### src/rtl/execute_pkg.sv
// execute_pkg: shared types and constants for the TinyRisc execute stage.
//   alu_op_t     - 4-bit operation codes (14 and 15 are reserved, act as NOP)
//   exec_state_t - execute-stage FSM states
//   DIV_STEPS    - restoring-division iterations per divide
//   DIV0_QUOT    - quotient returned for a divide by zero
package execute_pkg;

    localparam int ALU_OP_W = 4;

    typedef enum logic [ALU_OP_W-1:0] {
        OP_ADD = 4'd0,
        OP_SUB = 4'd1,
        OP_MUL = 4'd2,
        OP_DIV = 4'd3,
        OP_MOD = 4'd4,
        OP_CMP = 4'd5,
        OP_AND = 4'd6,
        OP_OR  = 4'd7,
        OP_NOT = 4'd8,
        OP_MOV = 4'd9,
        OP_LSL = 4'd10,
        OP_LSR = 4'd11,
        OP_ASR = 4'd12,
        OP_NOP = 4'd13
    } alu_op_t;

    typedef enum logic [1:0] {
        ST_IDLE = 2'd0,
        ST_DIV  = 2'd1,
        ST_FIX  = 2'd2
    } exec_state_t;

    localparam int          DIV_STEPS = 32;
    localparam logic [31:0] DIV0_QUOT = 32'hFFFF_FFFF;

endpackage

### src/rtl/execute_if.sv
// execute_if: bundle between the decode stage (master) and the execute
// stage (slave), including the registered outputs toward the memory stage.
//
// Handshake: an instruction transfers on a rising edge where
// in_valid && in_ready && !flush. in_valid never depends on in_ready.
// out_valid is a one-cycle pulse with no ready; the memory stage always
// takes it. flush kills the in-flight op and anything offered that cycle.
interface execute_if;
    import execute_pkg::*;

    logic                in_valid;
    logic                in_ready;
    logic                flush;
    logic [ALU_OP_W-1:0] alu_op;
    logic [31:0]         op1;
    logic [31:0]         op2;
    logic [31:0]         immx;
    logic                is_immediate;
    logic                in_is_ld;
    logic                in_is_st;
    logic                out_valid;
    logic [31:0]         alu_result;
    logic [31:0]         st_data;
    logic                out_is_ld;
    logic                out_is_st;
    logic                flag_e;
    logic                flag_gt;

    modport master (
        output in_valid, flush, alu_op, op1, op2, immx, is_immediate,
               in_is_ld, in_is_st,
        input  in_ready, out_valid, alu_result, st_data, out_is_ld,
               out_is_st, flag_e, flag_gt
    );

    modport slave (
        input  in_valid, flush, alu_op, op1, op2, immx, is_immediate,
               in_is_ld, in_is_st,
        output in_ready, out_valid, alu_result, st_data, out_is_ld,
               out_is_st, flag_e, flag_gt
    );
endinterface

### src/rtl/execute_unit_seq_divider.sv
// seq_divider: unsigned restoring divider, one quotient bit per clock.
//   start     - load dividend/divisor (ignored while abort is high)
//   abort     - drop the current divide
//   busy      - division steps in progress
//   done      - combinational: the step on this edge is the last one;
//               quotient/remainder are final after this edge
//   quotient, remainder - unsigned results
module seq_divider #(
    parameter int WIDTH = 32
) (
    input  logic             clk,
    input  logic             rst_n,
    input  logic             start,
    input  logic             abort,
    input  logic [WIDTH-1:0] dividend,
    input  logic [WIDTH-1:0] divisor,
    output logic             busy,
    output logic             done,
    output logic [WIDTH-1:0] quotient,
    output logic [WIDTH-1:0] remainder
);
    localparam int CW = $clog2(WIDTH);
    localparam logic [CW-1:0] LAST = CW'(WIDTH - 1);

    logic [WIDTH-1:0] dvs_q;
    logic [CW-1:0]    count;
    logic [WIDTH:0]   rem_sh;
    logic [WIDTH:0]   diff;
    logic [WIDTH-1:0] rem_next;
    logic [WIDTH-1:0] quo_next;

    // Shift the next dividend bit into the partial remainder and try to
    // subtract the divisor; a borrow (diff MSB) means keep the old value.
    always_comb begin
        rem_sh   = {remainder, quotient[WIDTH-1]};
        diff     = rem_sh - {1'b0, dvs_q};
        rem_next = diff[WIDTH] ? rem_sh[WIDTH-1:0] : diff[WIDTH-1:0];
        quo_next = {quotient[WIDTH-2:0], ~diff[WIDTH]};
    end

    assign done = busy && (count == LAST) && !abort;

    always_ff @(posedge clk or negedge rst_n) begin
        if (!rst_n) begin
            busy      <= 1'b0;
            count     <= '0;
            dvs_q     <= '0;
            quotient  <= '0;
            remainder <= '0;
        end else if (abort) begin
            busy  <= 1'b0;
            count <= '0;
        end else if (start) begin
            busy      <= 1'b1;
            count     <= '0;
            dvs_q     <= divisor;
            quotient  <= dividend;
            remainder <= '0;
        end else if (busy) begin
            quotient  <= quo_next;
            remainder <= rem_next;
            if (count == LAST) begin
                busy  <= 1'b0;
                count <= '0;
            end else begin
                count <= count + 1'b1;
            end
        end
    end
endmodule

### src/rtl/execute_unit.sv
// execute_unit: TinyRisc execute stage.
//   clk, rst_n - clock, asynchronous active-low reset
//   bus        - execute_if slave: instruction in, result/qualifiers out,
//                CMP flags
//   dbg_state  - current FSM state (IDLE/DIV/FIX)
// Single-cycle ops register their result at the accept edge. DIV/MOD run
// on the sign-magnitude seq_divider; signs and special cases are fixed up
// here in the FIX state.
module execute_unit
    import execute_pkg::*;
#(
    parameter int WIDTH  = 32,
    parameter bit DIV_EN = 1'b1
) (
    input  logic        clk,
    input  logic        rst_n,
    execute_if.slave    bus,
    output exec_state_t dbg_state
);
    localparam logic [1:0] S_IDLE = 2'd0;
    localparam logic [1:0] S_DIV  = 2'd1;
    localparam logic [1:0] S_FIX  = 2'd2;

    logic [1:0]       state;
    logic [WIDTH-1:0] op_a, op_b, alu_comb;
    logic             accept, is_div_op, div_start, div_abort;
    logic [WIDTH-1:0] a_abs, b_abs;
    logic             div_busy, div_done;
    logic [WIDTH-1:0] div_quo, div_rem, div_final;
    logic             neg_q, neg_r, div_zero, is_mod;
    logic [WIDTH-1:0] dividend_q;
    logic             ld_q, st_q;

    assign op_a      = bus.op1;
    assign op_b      = bus.is_immediate ? bus.immx : bus.op2;
    assign bus.in_ready = (state == S_IDLE);
    assign accept    = bus.in_valid && bus.in_ready && !bus.flush;
    assign is_div_op = DIV_EN && (bus.alu_op == OP_DIV || bus.alu_op == OP_MOD);
    assign div_start = accept && is_div_op;
    assign div_abort = bus.flush && (state != S_IDLE);
    assign dbg_state = exec_state_t'(state);

    // -MIN wraps back to MIN, which is the correct unsigned magnitude.
    assign a_abs = op_a[WIDTH-1] ? -op_a : op_a;
    assign b_abs = op_b[WIDTH-1] ? -op_b : op_b;

    always_comb begin
        alu_comb = '0;
        case (bus.alu_op)
            OP_ADD:  alu_comb = op_a + op_b;
            OP_SUB:  alu_comb = op_a - op_b;
            OP_MUL:  alu_comb = op_a * op_b;
            OP_AND:  alu_comb = op_a & op_b;
            OP_OR:   alu_comb = op_a | op_b;
            OP_NOT:  alu_comb = ~op_b;
            OP_MOV:  alu_comb = op_b;
            OP_LSL:  alu_comb = op_a << op_b[4:0];
            OP_LSR:  alu_comb = op_a >> op_b[4:0];
            OP_ASR:  alu_comb = $signed(op_a) >>> op_b[4:0];
            default: alu_comb = '0;
        endcase
    end

    // MIN / -1 needs no special case: |MIN|/1 = MIN, and negating it
    // leaves MIN with remainder 0.
    always_comb begin
        if (div_zero)
            div_final = is_mod ? dividend_q : DIV0_QUOT;
        else if (is_mod)
            div_final = neg_r ? -div_rem : div_rem;
        else
            div_final = neg_q ? -div_quo : div_quo;
    end

    generate
        if (DIV_EN) begin : g_div
            seq_divider #(.WIDTH(WIDTH)) u_div (
                .clk       (clk),
                .rst_n     (rst_n),
                .start     (div_start),
                .abort     (div_abort),
                .dividend  (a_abs),
                .divisor   (b_abs),
                .busy      (div_busy),
                .done      (div_done),
                .quotient  (div_quo),
                .remainder (div_rem)
            );
        end else begin : g_no_div
            assign div_busy = 1'b0;
            assign div_done = 1'b0;
            assign div_quo  = '0;
            assign div_rem  = '0;
        end
    endgenerate

    always_ff @(posedge clk or negedge rst_n) begin
        if (!rst_n) begin
            state          <= S_IDLE;
            bus.out_valid  <= 1'b0;
            bus.alu_result <= '0;
            bus.st_data    <= '0;
            bus.flag_e     <= 1'b0;
            bus.flag_gt    <= 1'b0;
            ld_q           <= 1'b0;
            st_q           <= 1'b0;
            neg_q          <= 1'b0;
            neg_r          <= 1'b0;
            div_zero       <= 1'b0;
            is_mod         <= 1'b0;
            dividend_q     <= '0;
        end else begin
            bus.out_valid <= 1'b0;
            case (state)
                S_IDLE: begin
                    if (accept) begin
                        bus.st_data <= bus.op2;
                        ld_q        <= bus.in_is_ld;
                        st_q        <= bus.in_is_st;
                        if (is_div_op) begin
                            state      <= S_DIV;
                            neg_q      <= op_a[WIDTH-1] ^ op_b[WIDTH-1];
                            neg_r      <= op_a[WIDTH-1];
                            div_zero   <= (op_b == '0);
                            is_mod     <= (bus.alu_op == OP_MOD);
                            dividend_q <= op_a;
                        end else begin
                            bus.out_valid  <= 1'b1;
                            bus.alu_result <= alu_comb;
                            if (bus.alu_op == OP_CMP) begin
                                bus.flag_e  <= (op_a == op_b);
                                bus.flag_gt <= ($signed(op_a) > $signed(op_b));
                            end
                        end
                    end
                end
                S_DIV: begin
                    if (bus.flush)
                        state <= S_IDLE;
                    else if (div_done || !div_busy)
                        state <= S_FIX;
                end
                S_FIX: begin
                    state <= S_IDLE;
                    if (!bus.flush) begin
                        bus.out_valid  <= 1'b1;
                        bus.alu_result <= div_final;
                    end
                end
                default: state <= S_IDLE;
            endcase
        end
    end

    assign bus.out_is_ld = bus.out_valid & ld_q;
    assign bus.out_is_st = bus.out_valid & st_q;
endmodule

### src/flat_wrapper.sv
// flat-port wrapper written by rule: the top's interface ports become plain ports
module execute_unit_flat import execute_pkg::*;
#(
    parameter int WIDTH  = 32,
    parameter bit DIV_EN = 1'b1
)
  (clk, rst_n, dbg_state, bus_in_valid, bus_flush, bus_alu_op, bus_op1, bus_op2, bus_immx, bus_is_immediate, bus_in_is_ld, bus_in_is_st, bus_in_ready, bus_out_valid, bus_alu_result, bus_st_data, bus_out_is_ld, bus_out_is_st, bus_flag_e, bus_flag_gt);
  execute_if bus_i ();
  input  logic clk;
  input  logic rst_n;
  output exec_state_t dbg_state;
  input wire logic [$bits(bus_i.in_valid)-1:0] bus_in_valid;
  input wire logic [$bits(bus_i.flush)-1:0] bus_flush;
  input wire logic [$bits(bus_i.alu_op)-1:0] bus_alu_op;
  input wire logic [$bits(bus_i.op1)-1:0] bus_op1;
  input wire logic [$bits(bus_i.op2)-1:0] bus_op2;
  input wire logic [$bits(bus_i.immx)-1:0] bus_immx;
  input wire logic [$bits(bus_i.is_immediate)-1:0] bus_is_immediate;
  input wire logic [$bits(bus_i.in_is_ld)-1:0] bus_in_is_ld;
  input wire logic [$bits(bus_i.in_is_st)-1:0] bus_in_is_st;
  output wire logic [$bits(bus_i.in_ready)-1:0] bus_in_ready;
  output wire logic [$bits(bus_i.out_valid)-1:0] bus_out_valid;
  output wire logic [$bits(bus_i.alu_result)-1:0] bus_alu_result;
  output wire logic [$bits(bus_i.st_data)-1:0] bus_st_data;
  output wire logic [$bits(bus_i.out_is_ld)-1:0] bus_out_is_ld;
  output wire logic [$bits(bus_i.out_is_st)-1:0] bus_out_is_st;
  output wire logic [$bits(bus_i.flag_e)-1:0] bus_flag_e;
  output wire logic [$bits(bus_i.flag_gt)-1:0] bus_flag_gt;
  assign bus_i.in_valid = bus_in_valid;
  assign bus_i.flush = bus_flush;
  assign bus_i.alu_op = bus_alu_op;
  assign bus_i.op1 = bus_op1;
  assign bus_i.op2 = bus_op2;
  assign bus_i.immx = bus_immx;
  assign bus_i.is_immediate = bus_is_immediate;
  assign bus_i.in_is_ld = bus_in_is_ld;
  assign bus_i.in_is_st = bus_in_is_st;
  assign bus_in_ready = bus_i.in_ready;
  assign bus_out_valid = bus_i.out_valid;
  assign bus_alu_result = bus_i.alu_result;
  assign bus_st_data = bus_i.st_data;
  assign bus_out_is_ld = bus_i.out_is_ld;
  assign bus_out_is_st = bus_i.out_is_st;
  assign bus_flag_e = bus_i.flag_e;
  assign bus_flag_gt = bus_i.flag_gt;
  execute_unit #(.WIDTH(WIDTH), .DIV_EN(DIV_EN)) u_core (.clk(clk), .rst_n(rst_n), .bus(bus_i), .dbg_state(dbg_state));
endmodule
### config.mk
export PLATFORM = sky130hd
export DESIGN_NAME = execute_unit_flat
export DESIGN_NICKNAME = d
export VERILOG_FILES = /design/src/rtl/execute_pkg.sv /design/src/rtl/execute_if.sv /design/src/rtl/execute_unit_seq_divider.sv /design/src/rtl/execute_unit.sv /design/src/flat_wrapper.sv
export SDC_FILE = /design/constraint.sdc
export NUM_CORES = 2
export LEC_CHECK = 0
export BUFFER_PORTS_ARGS = -buffer_cell sky130_fd_sc_hd__buf_2
export CELL_PAD_IN_SITES_DETAIL_PLACEMENT = 1
export CELL_PAD_IN_SITES_GLOBAL_PLACEMENT = 1
export CORE_MARGIN = 3
export CORE_UTILIZATION = 49
export CTS_BUF_LIST = sky130_fd_sc_hd__clkbuf_2
export CTS_CLUSTER_SIZE = 25
export DETAILED_ROUTE_END_ITERATION = 7
export GPL_TIMING_DRIVEN = 1
export PLACE_DENSITY = 0.89
export SLEW_MARGIN = 20
export SYNTH_ARGS = -nofsm -noshare
export SYNTH_HDL_FRONTEND = slang
export SYNTH_HIERARCHICAL = 1
export SYNTH_SLANG_ARGS = --single-unit
### constraint.sdc
create_clock -name clk -period 4.3 [get_ports clk]
set_input_delay 0.86 -clock clk [delete_from_list [all_inputs] [get_ports clk]]
set_output_delay 0.86 -clock clk [all_outputs]
set_load 0.005 [all_outputs]
==> results of run 1 <==
==> per-stage QoR <==
step / setup slack [ns] / cell area, µm²
floorplan: -3.895 / 37540
CTS: -3.297 / 47370
global placement: -4.100 / 44630
detailed placement: -5.013 / 44630
==> synth_stat cells (all sizes together), types with 44 or more instances <==
master,instances
mux2i,188
dfrtp,208
fa,411
ha,258
a21oi,228
nand2,656
mux2,44
xor2,60
nor3,59
nor2,596
inv,503
clkbuf,218
o21ai,321
buf,78
nand3,47
o31ai,45
xnor2,180
a31oi,50
==> repair_timing <==
action	CTS
resized for setup	354
pin swaps	136
hold buffers	20
gates cloned	2
endpoints found under the hold margin	117
endpoints found under the setup margin	32
buffers inserted	46
==> metal layers <==
layer	GRT overflow	GRT usage, %
met5	22	61.54
met3	151	80.29
met4	802	94.39
met1	169	84.64
met2	1789	103.5
==> kinds of logic after synthesis <==
logic type | after synthesis | synth area share (%)
adders and majority gates | 669 | 30.73
and+or+nand+nor | 1535 | 17.20
buffers and inverters | 816 | 8.508
AOI/OAI and AO/OA | 1013 | 17.19
muxes | 234 | 6.702
DFF | 208 | 13.96
xor gates and xnor gates | 240 | 5.709
==> impl_metrics.tcl, run 1 <==
set metrics [dict create \
    status "stopped before the end" \
    lastStage "5_1_grt" \
    firstError "[ERROR GRT-0116] Global routing finished with congestion. Check the congestion regions in the DRC Viewer." \
    synth_edf_count 0 \
    die_x_um 281.8 \
    grt_max_degree 103 \
    synth_top_cell_area_share_pct 22.07 \
    synth_cell_types 94 \
    synthArstFlopShare_pct 100.0 \
    numPortBuffers 178 \
    dp.cells 6355 \
    grt.overflow.total 2933 \
    place_congestion 1.126 \
    yosysWarningCount 6 \
    synthTopCellsByArea "fa_1 (22%), dfrtp_1 (14%), ha_1 (8.7%)" \
    htree_levels 2 \
    clock-sinks 208 \
    io_pins 179 \
    ys_ff_latch 208 \
    mappedNetlistArea_um2 37280 \
    die_h_um 281.8 \
    synth-seq-area-share_pct 13.96 \
    cts_root_buf "clkbuf_2" \
    rows 100 \
    synth_ff_type "dfrtp_1" \
    cts.path.max_buffers 3 \
    dp.final_hpwl_um 176000 \
    synth_nets 5491 \
    track_usage_pct 89.66 \
    synth_top_cell_by_area "fa_1" \
    syn_inst 4715 \
    postSynthAreaPerCell_um2 7.907 \
    cts_buffers 58 \
    grt_pass1_wl_um 522200 \
    first_global_vias 64099 \
    start_util_pct 49.74 \
]
==> run 2, diff against run 1 <==
--- a/config.mk
+++ b/config.mk
@@ -6,15 +6,11 @@
 export NUM_CORES = 2
 export LEC_CHECK = 0
 export BUFFER_PORTS_ARGS = -buffer_cell sky130_fd_sc_hd__buf_2
-export CELL_PAD_IN_SITES_DETAIL_PLACEMENT = 1
-export CELL_PAD_IN_SITES_GLOBAL_PLACEMENT = 1
 export CORE_MARGIN = 3
-export CORE_UTILIZATION = 49
-export CTS_BUF_LIST = sky130_fd_sc_hd__clkbuf_2
-export CTS_CLUSTER_SIZE = 25
+export CORE_UTILIZATION = 40
 export DETAILED_ROUTE_END_ITERATION = 7
 export GPL_TIMING_DRIVEN = 1
-export PLACE_DENSITY = 0.89
+export PLACE_DENSITY_LB_ADDON = 0.15
 export SLEW_MARGIN = 20
 export SYNTH_ARGS = -nofsm -noshare
 export SYNTH_HDL_FRONTEND = slang
==> run 2 against run 1 <==
  * The flow now finishes, with violations (negative setup slack)
  * Area after synthesis unchanged
  * Synthesized cell count unchanged
==> impl_metrics.tcl, run 2 <==
set metrics [dict create \
    status "finished with violations" \
    violations "negative setup slack" \
    coreArea_um2 92080 \
    tightest_slew_ns 1.015 \
    max_stage_delay_ns 0.58 \
    viasPerCell 5.685 \
    vias 38654 \
    multiInputGateArea_um2 30100 \
    hold_path.class "in -> async" \
    yosysMostFrequentCell "nand2_1" \
    place_congestion 1.044 \
    cts_root_buf "clkbuf_16" \
    crit_arrival_ns 7.90 \
    first_global_vias 38939 \
    grt.overflow.total 0 \
    synth-compound-area-share_pct 17.19 \
    timing.final.crit_share_pct 172.9 \
    dp.cells 6695 \
    synth_edf_count 0 \
    syn2layout_area_growth_pct 29.89 \
    synth_ff_type "dfrtp_1" \
    cpMaxStageDelayCell "fa_1" \
    grt_antenna_before_repair 4 \
    synth_top_cell_by_area "fa_1" \
    synth_top_family_by_area "adder cells" \
    io_pins 179 \
    yosysWarningCount 6 \
    die_x_um 311.3 \
    cts_tree "yes" \
    layout_commonest_cell "buf_4" \
    endpoint_kind "register" \
    grt_max_degree 104 \
    final_cell_mix "buf_4 (814), nand2_1 (649), nor2_1 (572), inv_1 (472), fa_1 (383)" \
    grt_pass1_wl_um 262100 \
    crit_path_start_kind "input pin" \
    clk_latency_ns 0.60 \
    dp.final_hpwl_um 147200 \
    synthXorXnorAreaFrac_pct 5.709 \
    regArea_um2 5206 \
    rsz0062_at_grt "true" \
    hold_violations 0 \
    nets 6311 \
    die_h_um 311.3 \
    synth_nets 5491 \
    maxSlewViolCount 0 \
    postSynthAreaPerCell_um2 7.907 \
    drc_errors 0 \
    clkTransAtPathRegs_ns 0.06 \
    fin_cells 6799 \
    cp_common_cell "fa_1" \
    critPathKind "in -> reg" \
    numPortBuffers 178 \
    synth_common_cells "nand2_1 (655), nor2_1 (595), inv_1 (493), fa_1 (411), o21ai_0 (292)" \
    setup_violations 29 \
    synth_cell_types 94 \
    required_ns 4.77 \
    drt_iter0_markers 3671 \
    mappedNetlistArea_um2 37280 \
    syn_inst 4715 \
    drive_above_1_share_pct 25.98 \
    cap_violations 0 \
    synthArstFlopShare_pct 100.0 \
    setup_slack_ns -3.136 \
    wirelength_um 180700 \
    cts_buffers 27 \
    ys_ff_latch 208 \
    maxSlewHeadroom_pct 32.31 \
    clock_skew_ns 0.02686 \
    drt-pass1-iter-count 6 \
    clock-sinks 208 \
    yosys.area_share.simple_pct 17.20 \
    routedWlPerCell_um 26.57 \
    whs_ns 0.3226 \
    synthTopCellsByArea "fa_1 (22%), dfrtp_1 (14%), ha_1 (8.7%)" \
    track_usage_pct 36.36 \
    rows 111 \
    fmax_mhz 134.5 \
    final_util_pct 52.59 \
    period_needed_ns 7.436 \
    synth-seq-area-share_pct 13.96 \
    ant_nets 0 \
    synth_fa_ha_area_share_pct 30.73 \
    htree_levels 1 \
    n_fill_cell 8917 \
    die_area_um2 96900 \
    worstPathMaxFanout 6 \
    start_util_pct 40.49 \
    synth_top_cell_area_share_pct 22.07 \
    muxShareOfSynthArea_pct 6.702 \
    cts.path.max_buffers 3 \
]
[run 2: cell counts after synthesis]
No cell type changed its count.
[run 2: kinds of logic (layout without fill, tap and decap cells)]
kind of cell    after synthesis  in the layout
compound gates             1013           1013
xor+xnor                    240            240
flops                       208            208
other cells                   0              2
mux                         234            234
simple gates               1535           1535
buf+inv                     816           1655
fa+ha+maj                   669            669
[run 2: what timing repair did]
item                                    4_1_cts  5_1_grt
buffers inserted                             19       35
gates resized for setup                     172      136
endpoints found under the setup margin       45       36
hold buffers                                  0        0
pin swaps                                    85       89
cloned                                        2        0
[run 2: per-stage QoR]
step	setup slack [ns]	cell area [µm²]	TNS (ns)
floorplan	-3.895	37540	-84.95
global placement	-4.252	45640	-119.22
detailed placement	-4.437	45640	-120.49
CTS	-3.091	47630	-71.93
global route	-3.332	48420	-78.33
finish	-3.136	48430	-73.12
[run 2: critical path, delay by kind of cell]
kind | cells | cell delay, ns
fa+ha+maj | 9 | 4.36
compound gates | 6 | 1.21
buf+inv | 7 | 0.69
simple gates | 4 | 0.37
mux | 1 | 0.27
xor+xnor | 1 | 0.13
[run 2: path summary, 6_finish.rpt]
kind,startpoint,end,slack (ns),cells after the start
max reg2reg,u_core/g_div.u_div/quotient[31],u_core/g_div.u_div/remainder[28],0.36,14
min reg2reg,u_core/ld_q,u_core/ld_q,0.47,2
min in group clk,bus_in_is_ld,u_core/ld_q,0.44,3
min,rst_n,u_core/g_div.u_div/remainder[28],0.32,1
max,bus_is_immediate,u_core/bus.alu_result[31],-3.14,28
max in group asynchronous,rst_n,u_core/g_div.u_div/quotient[11],2.99,2
[run 2: routing by layer]
metal | wire length (µm) | up-vias | GRT usage, %
li1 | - | 17368 | -
met1 | 72000 | 18901 | 46.64
met2 | 80600 | 1885 | 57.81
met3 | 14440 | 498 | 6.132
met4 | 13590 | 2 | 21.35
met5 | 13 | - | 0
[run 2: final cells by class]
class                           count  area share, %
Antenna cell                        2        0.01034
Clock buffer                       40          1.682
Clock inverter                      8         0.3307
Inverter                          520          4.075
Multi-Input combinational cell   3691          62.15
Sequential cell                   208          10.75
Tap cell                         1243          3.212
Timing Repair Buffer             1087          17.79
Power of run 2 is left out: the tool's default activity adds up to more than one toggle a clock period on the data nets, which glitch-free logic cannot reach.
